File: config.mk
export PLATFORM = sky130hd
export DESIGN_NAME = urv_dbg_uart_bridge
export DESIGN_NICKNAME = d
export VERILOG_FILES = /design/src/rtl/urv_dbg_uart_bridge_pkg.sv /design/src/rtl/urv_dbg_uart_phy.sv /design/src/rtl/urv_dbg_uart_bridge.sv
export SDC_FILE = /design/constraint.sdc
export NUM_CORES = 1
export LEC_CHECK = 0
export ABC_AREA = 1
export CORE_UTILIZATION = 55
export CTS_BUF_LIST = sky130_fd_sc_hd__clkbuf_16
export CTS_CLUSTER_SIZE = 10
export DETAILED_ROUTE_END_ITERATION = 8
export GPL_TIMING_DRIVEN = 0
export HOLD_SLACK_MARGIN = 0.03
export PLACE_DENSITY = 0.82
export SLEW_MARGIN = 40
export SYNTH_ARGS = -nofsm -noshare
export SYNTH_HDL_FRONTEND = slang
export SYNTH_SLANG_ARGS = --single-unit
File: constraint.sdc
create_clock -name clk_i -period 2.2 [get_ports clk_i]
set_input_delay 0.44 -clock clk_i [delete_from_list [all_inputs] [get_ports clk_i]]
set_output_delay 0.44 -clock clk_i [all_outputs]
set_load 0.02 [all_outputs]
File: src/rtl/urv_dbg_uart_bridge_pkg.sv
// Shared constants and types for the UART-to-AHB-Lite debug bridge.
//   Command/response byte codes, AHB encodings, FSM state types and the
//   response byte selector used while streaming a reply.
package urv_dbg_uart_bridge_pkg;

  localparam logic [7:0] CMD_WR  = 8'h57;  // 'W'
  localparam logic [7:0] CMD_RD  = 8'h52;  // 'R'
  localparam logic [7:0] RSP_OK  = 8'h4B;  // 'K'
  localparam logic [7:0] RSP_ERR = 8'h45;  // 'E'

  localparam logic [1:0] HTRANS_IDLE   = 2'b00;
  localparam logic [1:0] HTRANS_NONSEQ = 2'b10;
  localparam logic [2:0] HSIZE_WORD    = 3'b010;
  localparam logic [2:0] HBURST_SINGLE = 3'b000;

  typedef enum logic [2:0] {
    ST_IDLE,
    ST_GET_ADDR,
    ST_GET_DATA,
    ST_AHB_ADDR,
    ST_AHB_DATA,
    ST_SEND_RESP
  } bridge_state_t;

  typedef enum logic [1:0] {
    RX_IDLE,
    RX_START,
    RX_DATA,
    RX_STOP
  } rx_state_t;

  // Byte idx of a reply: status first, then read data little-endian.
  function automatic logic [7:0] resp_byte(input logic [2:0] idx,
                                           input logic err,
                                           input logic [31:0] data);
    logic [7:0] b;
    case (idx)
      3'd0:    b = err ? RSP_ERR : RSP_OK;
      3'd1:    b = data[7:0];
      3'd2:    b = data[15:8];
      3'd3:    b = data[23:16];
      3'd4:    b = data[31:24];
      default: b = 8'h00;
    endcase
    return b;
  endfunction

endpackage

File: src/rtl/urv_dbg_uart_phy.sv
// 8N1 UART PHY for the debug bridge.
//   clk, rst       : system clock, synchronous active-high reset
//   uart_rx        : asynchronous receive line (idle high)
//   uart_tx        : transmit line (idle high)
//   rx_valid/rx_data/rx_ferr : one-cycle pulse per received byte / framing error
//   tx_start/tx_data/tx_busy : start a byte when not busy; busy until stop bit ends
module urv_dbg_uart_phy
  import urv_dbg_uart_bridge_pkg::*;
#(
  parameter int unsigned CLK_DIV = 16
) (
  input  logic       clk,
  input  logic       rst,
  input  logic       uart_rx,
  output logic       uart_tx,
  output logic       rx_valid,
  output logic [7:0] rx_data,
  output logic       rx_ferr,
  input  logic       tx_start,
  input  logic [7:0] tx_data,
  output logic       tx_busy
);

  localparam int unsigned CNT_W = 16;
  localparam logic [CNT_W-1:0] BIT_LAST  = CNT_W'(CLK_DIV - 1);
  localparam logic [CNT_W-1:0] HALF_LAST = CNT_W'(CLK_DIV / 2 - 1);

  logic             rx_s1, rx_s2, rx_s3;
  rx_state_t        rx_st;
  logic [CNT_W-1:0] rx_cnt;
  logic [2:0]       rx_bit;
  logic [7:0]       rx_sh;

  logic [CNT_W-1:0] tx_cnt;
  logic [3:0]       tx_bit;
  logic [8:0]       tx_sh;

  // Two-flop synchroniser plus one delayed copy for falling-edge detection.
  always_ff @(posedge clk) begin
    if (rst) begin
      rx_s1 <= 1'b1;
      rx_s2 <= 1'b1;
      rx_s3 <= 1'b1;
    end else begin
      rx_s1 <= uart_rx;
      rx_s2 <= rx_s1;
      rx_s3 <= rx_s2;
    end
  end

  // Receiver: start re-checked at half bit, then data/stop sampled at bit centres.
  always_ff @(posedge clk) begin
    if (rst) begin
      rx_st    <= RX_IDLE;
      rx_cnt   <= '0;
      rx_bit   <= '0;
      rx_sh    <= '0;
      rx_valid <= 1'b0;
      rx_data  <= '0;
      rx_ferr  <= 1'b0;
    end else begin
      rx_valid <= 1'b0;
      rx_ferr  <= 1'b0;
      case (rx_st)
        RX_IDLE: begin
          if (rx_s3 && !rx_s2) begin
            rx_st  <= RX_START;
            rx_cnt <= '0;
          end
        end
        RX_START: begin
          if (rx_cnt == HALF_LAST) begin
            rx_cnt <= '0;
            rx_bit <= '0;
            rx_st  <= rx_s2 ? RX_IDLE : RX_DATA;  // glitch, not a start bit
          end else begin
            rx_cnt <= rx_cnt + CNT_W'(1);
          end
        end
        RX_DATA: begin
          if (rx_cnt == BIT_LAST) begin
            rx_cnt <= '0;
            rx_sh  <= {rx_s2, rx_sh[7:1]};
            rx_bit <= rx_bit + 3'd1;
            if (rx_bit == 3'd7) rx_st <= RX_STOP;
          end else begin
            rx_cnt <= rx_cnt + CNT_W'(1);
          end
        end
        RX_STOP: begin
          if (rx_cnt == BIT_LAST) begin
            rx_cnt <= '0;
            rx_st  <= RX_IDLE;
            if (rx_s2) begin
              rx_valid <= 1'b1;
              rx_data  <= rx_sh;
            end else begin
              rx_ferr <= 1'b1;
            end
          end else begin
            rx_cnt <= rx_cnt + CNT_W'(1);
          end
        end
        default: rx_st <= RX_IDLE;
      endcase
    end
  end

  // Transmitter: tx_sh holds the bits still to go after the one on the line.
  always_ff @(posedge clk) begin
    if (rst) begin
      uart_tx <= 1'b1;
      tx_busy <= 1'b0;
      tx_cnt  <= '0;
      tx_bit  <= '0;
      tx_sh   <= '1;
    end else if (!tx_busy) begin
      if (tx_start) begin
        uart_tx <= 1'b0;
        tx_sh   <= {1'b1, tx_data};
        tx_bit  <= '0;
        tx_cnt  <= '0;
        tx_busy <= 1'b1;
      end
    end else if (tx_cnt == BIT_LAST) begin
      tx_cnt <= '0;
      if (tx_bit == 4'd9) begin
        tx_busy <= 1'b0;
        uart_tx <= 1'b1;
      end else begin
        uart_tx <= tx_sh[0];
        tx_sh   <= {1'b1, tx_sh[8:1]};
        tx_bit  <= tx_bit + 4'd1;
      end
    end else begin
      tx_cnt <= tx_cnt + CNT_W'(1);
    end
  end

endmodule

File: src/rtl/urv_dbg_uart_bridge.sv
// UART-to-AHB-Lite debug host bridge.
//   clk_i, rst_i         : clock, synchronous active-high reset
//   uart_rx_i, uart_tx_o : 8N1 command/response link
//   HADDR..HWDATA        : AHB-Lite master outputs (single 32-bit transfers)
//   HRDATA, HREADY, HRESP: AHB-Lite slave responses
//   busy_o               : frame in progress (parser not idle)
// Frames: 'W' ADDR[4] DATA[4] -> 'K'/'E';  'R' ADDR[4] -> 'K' DATA[4] / 'E'.
module urv_dbg_uart_bridge
  import urv_dbg_uart_bridge_pkg::*;
#(
  parameter int unsigned CLK_DIV      = 16,
  parameter int unsigned TIMEOUT_BITS = 64
) (
  input  logic        clk_i,
  input  logic        rst_i,
  input  logic        uart_rx_i,
  output logic        uart_tx_o,
  output logic [31:0] HADDR,
  output logic [1:0]  HTRANS,
  output logic        HWRITE,
  output logic [2:0]  HSIZE,
  output logic [2:0]  HBURST,
  output logic [31:0] HWDATA,
  input  logic [31:0] HRDATA,
  input  logic        HREADY,
  input  logic        HRESP,
  output logic        busy_o
);

  localparam logic [31:0] TOUT_LAST = 32'(TIMEOUT_BITS * CLK_DIV - 1);

  bridge_state_t state;
  logic          cmd_wr;
  logic [31:0]   addr;
  logic [31:0]   wdata;
  logic [31:0]   rdata;
  logic          resp_err;
  logic [1:0]    byte_cnt;
  logic [2:0]    resp_idx;
  logic [2:0]    resp_len;
  logic [31:0]   tout_cnt;

  logic          rx_valid;
  logic [7:0]    rx_data;
  logic          rx_ferr;
  logic          tx_start;
  logic [7:0]    tx_data;
  logic          tx_busy;

  assign HSIZE    = HSIZE_WORD;
  assign HBURST   = HBURST_SINGLE;
  assign resp_len = (cmd_wr || resp_err) ? 3'd1 : 3'd5;

  urv_dbg_uart_phy #(
    .CLK_DIV (CLK_DIV)
  ) u_phy (
    .clk      (clk_i),
    .rst      (rst_i),
    .uart_rx  (uart_rx_i),
    .uart_tx  (uart_tx_o),
    .rx_valid (rx_valid),
    .rx_data  (rx_data),
    .rx_ferr  (rx_ferr),
    .tx_start (tx_start),
    .tx_data  (tx_data),
    .tx_busy  (tx_busy)
  );

  // Frame parser, inter-byte timeout and AHB transfer sequencing.
  always_ff @(posedge clk_i) begin
    if (rst_i) begin
      state    <= ST_IDLE;
      cmd_wr   <= 1'b0;
      addr     <= '0;
      wdata    <= '0;
      rdata    <= '0;
      resp_err <= 1'b0;
      byte_cnt <= '0;
      resp_idx <= '0;
      tout_cnt <= '0;
      tx_start <= 1'b0;
      tx_data  <= '0;
      HADDR    <= '0;
      HTRANS   <= HTRANS_IDLE;
      HWRITE   <= 1'b0;
      HWDATA   <= '0;
      busy_o   <= 1'b0;
    end else begin
      tx_start <= 1'b0;
      case (state)
        ST_IDLE: begin
          busy_o <= 1'b0;
          if (rx_valid && (rx_data == CMD_WR || rx_data == CMD_RD)) begin
            cmd_wr   <= (rx_data == CMD_WR);
            byte_cnt <= '0;
            tout_cnt <= '0;
            busy_o   <= 1'b1;
            state    <= ST_GET_ADDR;
          end
        end

        ST_GET_ADDR: begin
          if (rx_ferr) begin
            busy_o <= 1'b0;
            state  <= ST_IDLE;
          end else if (rx_valid) begin
            addr     <= {rx_data, addr[31:8]};
            tout_cnt <= '0;
            byte_cnt <= byte_cnt + 2'd1;
            if (byte_cnt == 2'd3) begin
              if (cmd_wr) begin
                state <= ST_GET_DATA;
              end else begin
                // Low two address bits are dropped: word-aligned only.
                HADDR  <= {rx_data, addr[31:10], 2'b00};
                HTRANS <= HTRANS_NONSEQ;
                HWRITE <= 1'b0;
                state  <= ST_AHB_ADDR;
              end
            end
          end else if (tout_cnt == TOUT_LAST) begin
            busy_o <= 1'b0;
            state  <= ST_IDLE;
          end else begin
            tout_cnt <= tout_cnt + 32'd1;
          end
        end

        ST_GET_DATA: begin
          if (rx_ferr) begin
            busy_o <= 1'b0;
            state  <= ST_IDLE;
          end else if (rx_valid) begin
            wdata    <= {rx_data, wdata[31:8]};
            tout_cnt <= '0;
            byte_cnt <= byte_cnt + 2'd1;
            if (byte_cnt == 2'd3) begin
              HADDR  <= {addr[31:2], 2'b00};
              HTRANS <= HTRANS_NONSEQ;
              HWRITE <= 1'b1;
              state  <= ST_AHB_ADDR;
            end
          end else if (tout_cnt == TOUT_LAST) begin
            busy_o <= 1'b0;
            state  <= ST_IDLE;
          end else begin
            tout_cnt <= tout_cnt + 32'd1;
          end
        end

        ST_AHB_ADDR: begin
          if (HREADY) begin
            HTRANS <= HTRANS_IDLE;
            HWRITE <= 1'b0;
            if (cmd_wr) HWDATA <= wdata;
            state <= ST_AHB_DATA;
          end
        end

        ST_AHB_DATA: begin
          if (HREADY) begin
            rdata    <= HRDATA;
            resp_err <= HRESP;
            resp_idx <= '0;
            state    <= ST_SEND_RESP;
          end
        end

        ST_SEND_RESP: begin
          // tx_start is held off one extra cycle so tx_busy has time to rise.
          if (!tx_busy && !tx_start) begin
            if (resp_idx < resp_len) begin
              tx_start <= 1'b1;
              tx_data  <= resp_byte(resp_idx, resp_err, rdata);
              resp_idx <= resp_idx + 3'd1;
            end else begin
              busy_o <= 1'b0;
              state  <= ST_IDLE;
            end
          end
        end

        default: begin
          busy_o <= 1'b0;
          state  <= ST_IDLE;
        end
      endcase
    end
  end

endmodule

==> flow_summary.toml <==
[sta]
grt_setup_unrepaired = "true"
fin_tns_setup_ns = 0
fin_crit_sh = 0.969
slew_viol_final = 0
fmax_mhz = 469
finalHoldViolations = 0
worst_slew_margin_rel = 0.443
postLayoutSetupSlackWorst_ns = 0.0692
post-route-min-period_ns = 2.13
worstMarginPinSlew_ns = 0.835
clock_skew_ns = 0.0268
final-setup-viol-count = 0

[clock_tree]
postCtsHoldBufs = 0
clock-root-buffer = "clkbuf_16"
insertion_delay_ns = 0.53
clkTransAtPathRegs_ns = 0.05
htree_levels = 2
cts_num_sinks = 282
cts_buffers = 34
ctsLongestPathBuffers = 3
cts_tree = "built"

[cells_and_area]
fin_util = 0.676
diodes = 0
drive_gt1_frac = 0.0538
nFillCells = 1968
syn2layout_area_growth_pct = 18.9
layout.nets = 2128
instances_no_fill = 2393

[setup_path]
cp.arrival_ns = 2.60
cp_top_family = "buffers and inverters"
crit_chain = "clkdlybuf4s50_1, inv_1, clkbuf_1, clkbuf_1, o21ai_0, a21oi_1"
cpMostUsedCell = "clkbuf_1"
cp_max_fo = 10
end_kind = "register"
cp_slowest_cell = "clkbuf_1"
critPathBufInv = 4
worstSetupPathType = "input port to register"
worst_ep_required_time_ns = 2.67
startpoint = "rst_i"
timing.rr.start = "state[0]"
cpPeakStageDelay_ns = 0.61
startpoint_type = "input port"

[global_routing]
grt_first_pass_wirelength_um = 58600
antenna_found_initial = 0
grt.overflow.total = 0
grt_use_total = 0.294
grt_max_degree = 12
grt_pass1_vias = 12200

[route]
viasPerCell = 5.49
wl_per_cell_um = 15.1
vias = 13100
drc = 0
dr.pass1.iters = 5
drt-initial-drc-count = 1264
antenna_left = 0
finalWirelength_um = 36100

[yosys]
yosysWarningCount = 0
synth_area_um2 = 13000
ys_seq_area_frac = 0.433
synth_flop_cell = "dfxtp_1"
ys_ff_latch = 282
synth_common_cells = "nand2_1 (416), dfxtp_1 (282), nor2_1 (266)"
synth_cell_types = 39
async_flop_share = 0
yosys-top-cells-area = "dfxtp_1 (43%), nand2_1 (12%), o21ai_0 (7.8%)"
yosysTopAreaCell = "dfxtp_1"
syn_area_per_cell_um2 = 6.77
synth.top_cell.area_share = 0.433
synth-edff-count = 0
syn_inst = 1926
synth.most_common_cell = "nand2_1"

[die]
start_util = 0.569
num_io_pins = 112
row_count = 55
dieArea_um2 = 24300
die_h_um = 156
die_w_um = 156
core_area_um2 = 22900

[placed_design]
dpl.cell_count = 2348
place_hpwl_um = 25600
gp_congestion = 0.995
numPortBuffers = 102
pre_cts_slack_ns = -0.410

[pwr]
ir_worst_vdd_v = 0.000574
power_mw = 10.7
p_leak_nw = 5.99
power_density_nw_per_um2 = 690

[job]
cap_violations = 0

[hold_path]
hold_class = "register to register"
hold_start = "u_phy.rx_s1"

[status]
outcome = "completed"
-- cells by family after synthesis --
logic type / synth area share
compound gates: 0.172
xor+xnor: 0.00672
fa+ha+maj: 0.0173
buf+inv: 0.0959
flops: 0.433
other cells: 0.000576
simple gates: 0.274
-- cells in the final DEF, fill, tap and decap left out, drive strengths merged, types with 2 or more instances in the layout --
master and n:
dfxtp 282, o22ai 13, nor3 21, a211oi 2, a21oi 194, o21a 2
clkinv 10, nor2 276, inv 211, nand3 90, xor2 6, nand4 47
conb 9, o31ai 4, or2 7, o21ai 217, clkbuf 106, buf 33
clkdlybuf4s50 102, xnor2 4, o221ai 2, ha 18, nand2 418
-- state kept, by name, summed over array words and instances, names as in the netlist, 2 cells and up, named ones only --
| register | count |
|---|---|
| HADDR | 30 |
| wdata | 32 |
| state | 3 |
| u_phy.rx_cnt | 16 |
| HWDATA | 32 |
| u_phy.tx_bit | 4 |
| u_phy.tx_sh | 8 |
| rdata | 32 |
| u_phy.rx_data | 8 |
| tx_data | 8 |
| byte_cnt | 2 |
| u_phy.rx_sh | 8 |
| u_phy.rx_bit | 3 |
| resp_idx | 3 |
| u_phy.tx_cnt | 16 |
| tout_cnt | 32 |
| addr | 30 |
-- layer usage --
metal  wire, um  global-route usage  up-vias
li1           -                   -     6482
met1      15900               0.386     6089
met2      16900               0.496      496
met3       2620              0.0428       82
met4        771              0.0924        0
met5          0                   0        -
-- metrics by stage --
step | hold slack (ns) | area, um^2
final | 0.423 | 15500
after detailed placement | 0.416 | 14500
after global routing | 0.443 | 15500
after global placement | 0.392 | 14500
after floorplan | 0.389 | 13100
after CTS | 0.416 | 15400
-- path summary, 6_finish.rpt --
kind	end	slack [ns]	cells past startpoint
worst min register to register	u_phy.rx_s2	0.42	1
worst min-delay path	u_phy.rx_s2	0.42	1
worst max register to register	tout_cnt[3]	0.09	8
worst max-delay path	addr[28]	0.07	6
-- area by class of cell --
type	count	area (um^2)	area share
tap	313	392	0.0253
buffer	103	465	0.0300
multi-input combinational	1336	6200	0.400
timing repair buffer	104	1040	0.0669
inverter	212	796	0.0514
sequential	282	5650	0.365
clock inverter	9	103	0.00662
clock buffer	34	851	0.0549
-- power by group --
group          internal (mW)  total (mW)  switching (mW)
clock network           2.80        4.94            2.14
registers               5.13        5.15          0.0209
logic                  0.183       0.601           0.419
total                   8.11        10.7            2.58
-- repair_timing --
item                                    4_1_cts  5_1_grt
pin swaps                                     0        2
endpoints found under the setup margin       19       81
gates cloned                                  0        0
setup buffers                                 0        2
gates resized for setup                       1       18
Power figures use the tool's default switching activity.
